## config.mk

```make
export PLATFORM = sky130hd
export DESIGN_NAME = wb_spi_arbiter
export DESIGN_NICKNAME = d
export VERILOG_FILES = /design/src/rtl/wb_spi_arbiter.sv
export SDC_FILE = /design/constraint.sdc
export NUM_CORES = 1
export LEC_CHECK = 0
export BUFFER_PORTS_ARGS = -buffer_cell sky130_fd_sc_hd__buf_2
export CAP_MARGIN = 5
export CORE_AREA = 2 2 123 125
export DETAILED_ROUTE_END_ITERATION = 10
export DIE_AREA = 0 0 125 127
export HOLD_SLACK_MARGIN = 0.1
export PLACE_DENSITY = 0.57
export SLEW_MARGIN = 20
export SYNTH_ARGS = -nofsm -noshare
export SYNTH_HDL_FRONTEND = slang
export SYNTH_SLANG_ARGS = --single-unit
```

## constraint.sdc

```tcl
create_clock -name wb_clk_i -period 2.9 [get_ports wb_clk_i]
set_input_delay 0.58 -clock wb_clk_i [delete_from_list [all_inputs] [get_ports wb_clk_i]]
set_output_delay 0.58 -clock wb_clk_i [all_outputs]
set_load 0.01 [all_outputs]
```

## src/rtl/wb_spi_arbiter.sv

```systemverilog
// Two-master Wishbone classic arbiter in front of a shared SPI peripheral bus.
// Round-robin on contention, ownership held for the whole cycle, and a
// per-owner bus timeout that answers with err and a one-cycle interrupt.
//
// state | meaning
// IDLE  | no owner, slave bus parked at zero
// OWN0  | master 0 owns the slave bus until it drops cyc
// OWN1  | master 1 owns the slave bus until it drops cyc
module wb_spi_arbiter #(
  parameter int unsigned TO_CYC = 255,
  parameter int unsigned AW     = 32
) (
  input  logic          wb_clk_i,
  input  logic          wb_rst_ni,
  input  logic          m0_cyc_i,
  input  logic          m0_stb_i,
  input  logic          m0_we_i,
  input  logic [AW-1:0] m0_adr_i,
  input  logic [31:0]   m0_dat_i,
  input  logic [3:0]    m0_sel_i,
  output logic          m0_ack_o,
  output logic          m0_err_o,
  output logic [31:0]   m0_dat_o,
  input  logic          m1_cyc_i,
  input  logic          m1_stb_i,
  input  logic          m1_we_i,
  input  logic [AW-1:0] m1_adr_i,
  input  logic [31:0]   m1_dat_i,
  input  logic [3:0]    m1_sel_i,
  output logic          m1_ack_o,
  output logic          m1_err_o,
  output logic [31:0]   m1_dat_o,
  output logic          s_cyc_o,
  output logic          s_stb_o,
  output logic          s_we_o,
  output logic [AW-1:0] s_adr_o,
  output logic [31:0]   s_dat_o,
  output logic [3:0]    s_sel_o,
  input  logic          s_ack_i,
  input  logic [31:0]   s_dat_i,
  output logic [1:0]    grant_o,
  output logic          to_irq_o
);

  typedef enum logic [1:0] {
    IDLE = 2'd0,
    OWN0 = 2'd1,
    OWN1 = 2'd2
  } state_t;

  localparam logic [15:0] TO_LAST = 16'(TO_CYC - 1);

  state_t      state, state_nxt;
  logic        last_owner;
  logic [15:0] to_cnt;
  logic        to_err;
  logic        req0, req1;
  logic        to_hit;

  assign req0 = m0_cyc_i & m0_stb_i;
  assign req1 = m1_cyc_i & m1_stb_i;

  // Threshold reached on an unacknowledged strobe; an ack in the same cycle wins.
  assign to_hit = s_stb_o & ~s_ack_i & (to_cnt == TO_LAST);

  // Next-state: arbitrate only from IDLE, release when the owner drops cyc.
  always_comb begin
    state_nxt = state;
    case (state)
      IDLE: begin
        if (req0 && req1) state_nxt = last_owner ? OWN0 : OWN1;
        else if (req0)    state_nxt = OWN0;
        else if (req1)    state_nxt = OWN1;
      end
      OWN0:    if (!m0_cyc_i) state_nxt = IDLE;
      OWN1:    if (!m1_cyc_i) state_nxt = IDLE;
      default: state_nxt = IDLE;
    endcase
  end

  // State register and round-robin memory; reset favours master 0 next.
  always_ff @(posedge wb_clk_i or negedge wb_rst_ni) begin
    if (!wb_rst_ni) begin
      state      <= IDLE;
      last_owner <= 1'b1;
    end else begin
      state <= state_nxt;
      if (state == IDLE && state_nxt != IDLE) last_owner <= (state_nxt == OWN1);
    end
  end

  // Timeout counter and the one-cycle error flag it raises.
  always_ff @(posedge wb_clk_i or negedge wb_rst_ni) begin
    if (!wb_rst_ni) begin
      to_cnt <= '0;
      to_err <= 1'b0;
    end else if (state == IDLE || state_nxt == IDLE) begin
      to_cnt <= '0;
      to_err <= 1'b0;
    end else begin
      to_err <= to_hit;
      if (s_ack_i || to_hit) to_cnt <= '0;
      else if (s_stb_o)      to_cnt <= to_cnt + 16'd1;
    end
  end

  // Output steering: owner is wired through, everything else is held at zero.
  always_comb begin
    s_cyc_o  = 1'b0;
    s_stb_o  = 1'b0;
    s_we_o   = 1'b0;
    s_adr_o  = '0;
    s_dat_o  = '0;
    s_sel_o  = '0;
    m0_ack_o = 1'b0;
    m0_err_o = 1'b0;
    m0_dat_o = '0;
    m1_ack_o = 1'b0;
    m1_err_o = 1'b0;
    m1_dat_o = '0;
    grant_o  = 2'b00;
    case (state)
      OWN0: begin
        s_cyc_o  = m0_cyc_i;
        s_stb_o  = m0_stb_i & ~to_err;
        s_we_o   = m0_we_i;
        s_adr_o  = m0_adr_i;
        s_dat_o  = m0_dat_i;
        s_sel_o  = m0_sel_i;
        m0_ack_o = s_ack_i;
        m0_err_o = to_err;
        m0_dat_o = s_dat_i;
        grant_o  = 2'b01;
      end
      OWN1: begin
        s_cyc_o  = m1_cyc_i;
        s_stb_o  = m1_stb_i & ~to_err;
        s_we_o   = m1_we_i;
        s_adr_o  = m1_adr_i;
        s_dat_o  = m1_dat_i;
        s_sel_o  = m1_sel_i;
        m1_ack_o = s_ack_i;
        m1_err_o = to_err;
        m1_dat_o = s_dat_i;
        grant_o  = 2'b10;
      end
      default: ;
    endcase
  end

  assign to_irq_o = to_err;

endmodule
```

==> impl_metrics.ini <==
[status]
result_of_the_run = complete, no violations

[synthesis]
yosysWarnings = 0
post_synth.cell_area_avg_um2 = 7.38
synthCells = 374
synth.lib_cells_used.distinct = 42
postSynthRegisterBits = 20
synth_top_flop_cell = sky130_fd_sc_hd__dfrtp_1
synth_sequential_area_ratio_pct = 18.2
synth_area_um2 = 2760
synth_async_sr_flop_share_pct = 100
synth_enable_flop_cells = 0
synthesis.nets = 557

[grt]
track_usage_pct = 17.2
grt_overflow = 0
antenna_found_initial = 4
grt_pass1_wl_um = 21500
first_global_vias = 3489
grt_max_degree = 62

[die]
starting_density_of_the_core_pct = 19.1
die-height_um = 127
io_pins = 319
die_area_um2 = 15900
fp.coreArea_um2 = 14400
fp-row-count = 44
die_x_um = 125

[power_and_ir_drop]
ir_drop_uv = 259
switching_share_pct = 48.3
p_total_mw = 2.93
power.share.combinational_pct = 78.1
clock_power_share_pct = 10.8
power_leakage_nw = 2.52
power-per-cell-area_nw_per_um2 = 633
p_int_mw = 1.51
pwr-share-seq_pct = 11.1
total_switching_power_mw = 1.42

[cts]
number_of_buffers_added_by_the_clock_tree_synthesis_step = 3
root_buffer_cell = sky130_fd_sc_hd__clkbuf_16
number_of_buffers_inserted_for_hold_repair_after_clock_tree_synthesis = 0
tritoncts = built
ctsResizeCount = 0
numClockSinks = 20
clkLatencyLatePin_ps = 250
post_cts_buffers = 0
h_tree_levels = 1
clk_pin_slew_ps = 60
clock_path_buffers = 2

[placement]
detailedPlacementHpwl_um = 12800
pre_cts_ws_ps = 447
area_of_placed_instances_um2 = 4530
numPlacedInstances = 848
port_buffers = 318
gp_congestion = 0.881

[timing]
worst_tran_pin_value_ps = 480
final.setup.worst_slack_ps = 282
period_minus_slack_ps = 2620
timing_max_transition_violations_final = 0
totalNegativeSetupSlack_ps = 0
final.setup_skew_ps = 2.55
rsz0062_at_grt = no
finalCritPeriodShare_pct = 90.3
final_count_of_negative_setup_slack_endpoints = 0
relSlewSlack_pct = 68.0
maxClockFrequency_mhz = 382
timing_hold_violations_final = 0

[layout]
number_of_cells_in_the_finished_layout_apart_from_fillers = 852
fin_nets = 852
number_of_antenna_repair_diodes = 0
final_layout_size_suffix_gt1_share_pct = 50.6
area_growth_pct = 67.6
final_cell_area_um2 = 4630

[drt]
drt_pass1_iterations = 5
detail_route.iter0.violations = 239
detail-route-antenna-nets = 0
postRouteWirelength_um = 15200
drcViolationCount = 0
vias_per_cell = 4.63
post_drt_wl_per_cell_um = 17.9
detailroute.via_count = 3941

[hold_path]
path_type_of_the_worst_min_delay_path = in2async

[setup_path]
worst_ep_arrival_time_ps = 2040
timing.critical_path.fanout_max = 57
worst_setup_path_startpoint = state[1]
critical_path.endpoint_type = output pin
worstPathRequired_ps = 2320
crit_reg_reg_startpoint = state[0]
path_class = reg2out
cp-start-kind = flop

[run]
timing.max_cap.violations = 0
==> worst paths after layout <==
path / cells past startpoint / slack, ps / endpoint
worst max-delay path: 5 / 280 / s_dat_o[24]
worst min-delay path: 1 / 280 / to_cnt[6]
worst max register to register: 7 / 520 / to_cnt[11]
worst min register to register: 2 / 490 / last_owner
max in group asynchronous: 1 / 2270 / last_owner
min in group wb_clk_i: 2 / 490 / last_owner
==> layer usage <==
layer | GRT usage [%] | part of all wire (%)
met1 | 23.9 | 44
met2 | 28.7 | 48
met3 | 3.89 | 7.6
met4 | 1.11 | 0.35
met5 | 0 | 0.24
==> placed cells by master, fill, tap and decap left out, types with 2 or more instances in the layout <==
| cell | instances |
|---|---|
| sky130_fd_sc_hd__inv_1 | 7 |
| sky130_fd_sc_hd__buf_12 | 2 |
| sky130_fd_sc_hd__or2_2 | 3 |
| sky130_fd_sc_hd__nor3b_1 | 2 |
| sky130_fd_sc_hd__nand2_1 | 6 |
| sky130_fd_sc_hd__buf_4 | 3 |
| sky130_fd_sc_hd__nand4_1 | 3 |
| sky130_fd_sc_hd__a21boi_0 | 2 |
| sky130_fd_sc_hd__nor2b_1 | 71 |
| sky130_fd_sc_hd__nor3_1 | 15 |
| sky130_fd_sc_hd__and2_1 | 69 |
| sky130_fd_sc_hd__a221o_1 | 2 |
| sky130_fd_sc_hd__o21a_1 | 2 |
| sky130_fd_sc_hd__a22oi_1 | 69 |
| sky130_fd_sc_hd__or3_1 | 3 |
| sky130_fd_sc_hd__clkbuf_16 | 3 |
| sky130_fd_sc_hd__and3_1 | 9 |
| sky130_fd_sc_hd__a31oi_1 | 4 |
| sky130_fd_sc_hd__ha_4 | 2 |
| sky130_fd_sc_hd__o21ai_0 | 3 |
| sky130_fd_sc_hd__nand3_1 | 9 |
| sky130_fd_sc_hd__nor2_1 | 7 |
| sky130_fd_sc_hd__a22o_1 | 2 |
| sky130_fd_sc_hd__a211o_1 | 6 |
| sky130_fd_sc_hd__a21o_1 | 2 |
| sky130_fd_sc_hd__dfrtp_1 | 19 |
| sky130_fd_sc_hd__ha_1 | 3 |
| sky130_fd_sc_hd__buf_2 | 318 |
| sky130_fd_sc_hd__a21oi_1 | 5 |
==> metrics by stage <==
step | hold WS (ps) | util (%)
floorplan | 284 | -
global placement | 479 | 31.4
detailed placement | 490 | 31.4
CTS | 300 | 32.1
global route | 317 | 32.1
finish | 281 | 32.1
==> power by group through the flow <==
stage	Combinational, mW	Sequential, mW	Clock, mW
5_1_grt	2.51	0.328	0.337
3_5_place_dp	2.30	0.330	0
4_1_cts	2.31	0.324	0.321
3_3_place_gp	2.31	0.329	0
6_report	2.29	0.325	0.316
2_1_floorplan	1.41	0.321	0
==> synthesized netlist by cell type, types with 5 or more instances <==
master                     count  area share (%)
sky130_fd_sc_hd__a211o_1       6             1.9
sky130_fd_sc_hd__a21oi_1       5            0.91
sky130_fd_sc_hd__a22oi_1      69              19
sky130_fd_sc_hd__and2_1       69              16
sky130_fd_sc_hd__and3_1        9             2.0
sky130_fd_sc_hd__clkbuf_1     29             3.9
sky130_fd_sc_hd__dfrtp_1      19              17
sky130_fd_sc_hd__ha_1          6             2.7
sky130_fd_sc_hd__inv_1         7            0.95
sky130_fd_sc_hd__nand2_1       6            0.82
sky130_fd_sc_hd__nand3_1       9             1.6
sky130_fd_sc_hd__nor2_1        7            0.95
sky130_fd_sc_hd__nor2b_1      71              16
sky130_fd_sc_hd__nor3_1       15             2.7
==> kinds of logic (layout without fill, tap and decap cells) <==
logic type	after synthesis	count (layout)	share of synthesized area (%)
AO/OA/AOI/OAI	100	100	26.8
XOR/XNOR	1	1	0.317
adder cells (fa/ha/maj)	6	6	2.72
buffers and inverters	41	335	6.21
flip-flops	20	20	18.2
multiplexers	1	1	0.408
AND/OR/NAND/NOR	205	205	45.3
==> sequential cells by signal, summed over array words and instances (netlist names) <==
| signal | count |
|---|---|
| to_irq_o | 1 |
| state | 2 |
| last_owner | 1 |
| to_cnt | 16 |
==> critical path, cell delays in order, from the launching register on <==
cell and delay (ps):
sky130_fd_sc_hd__dfrtp_1 450, sky130_fd_sc_hd__inv_1 120, sky130_fd_sc_hd__ha_2 490, sky130_fd_sc_hd__buf_6 320, sky130_fd_sc_hd__nor2b_1 220, sky130_fd_sc_hd__buf_2 160
==> final cells by class <==
cell class / instances / area [µm²]
tap: 184 / 230
timing repair buffer: 324 / 1670
inverter: 7 / 26.3
sequential: 20 / 502
multi-input combinational: 313 / 2110
clock buffer: 4 / 88.8
fill: 1615 / 9800
Power figures use the tool's default switching activity.
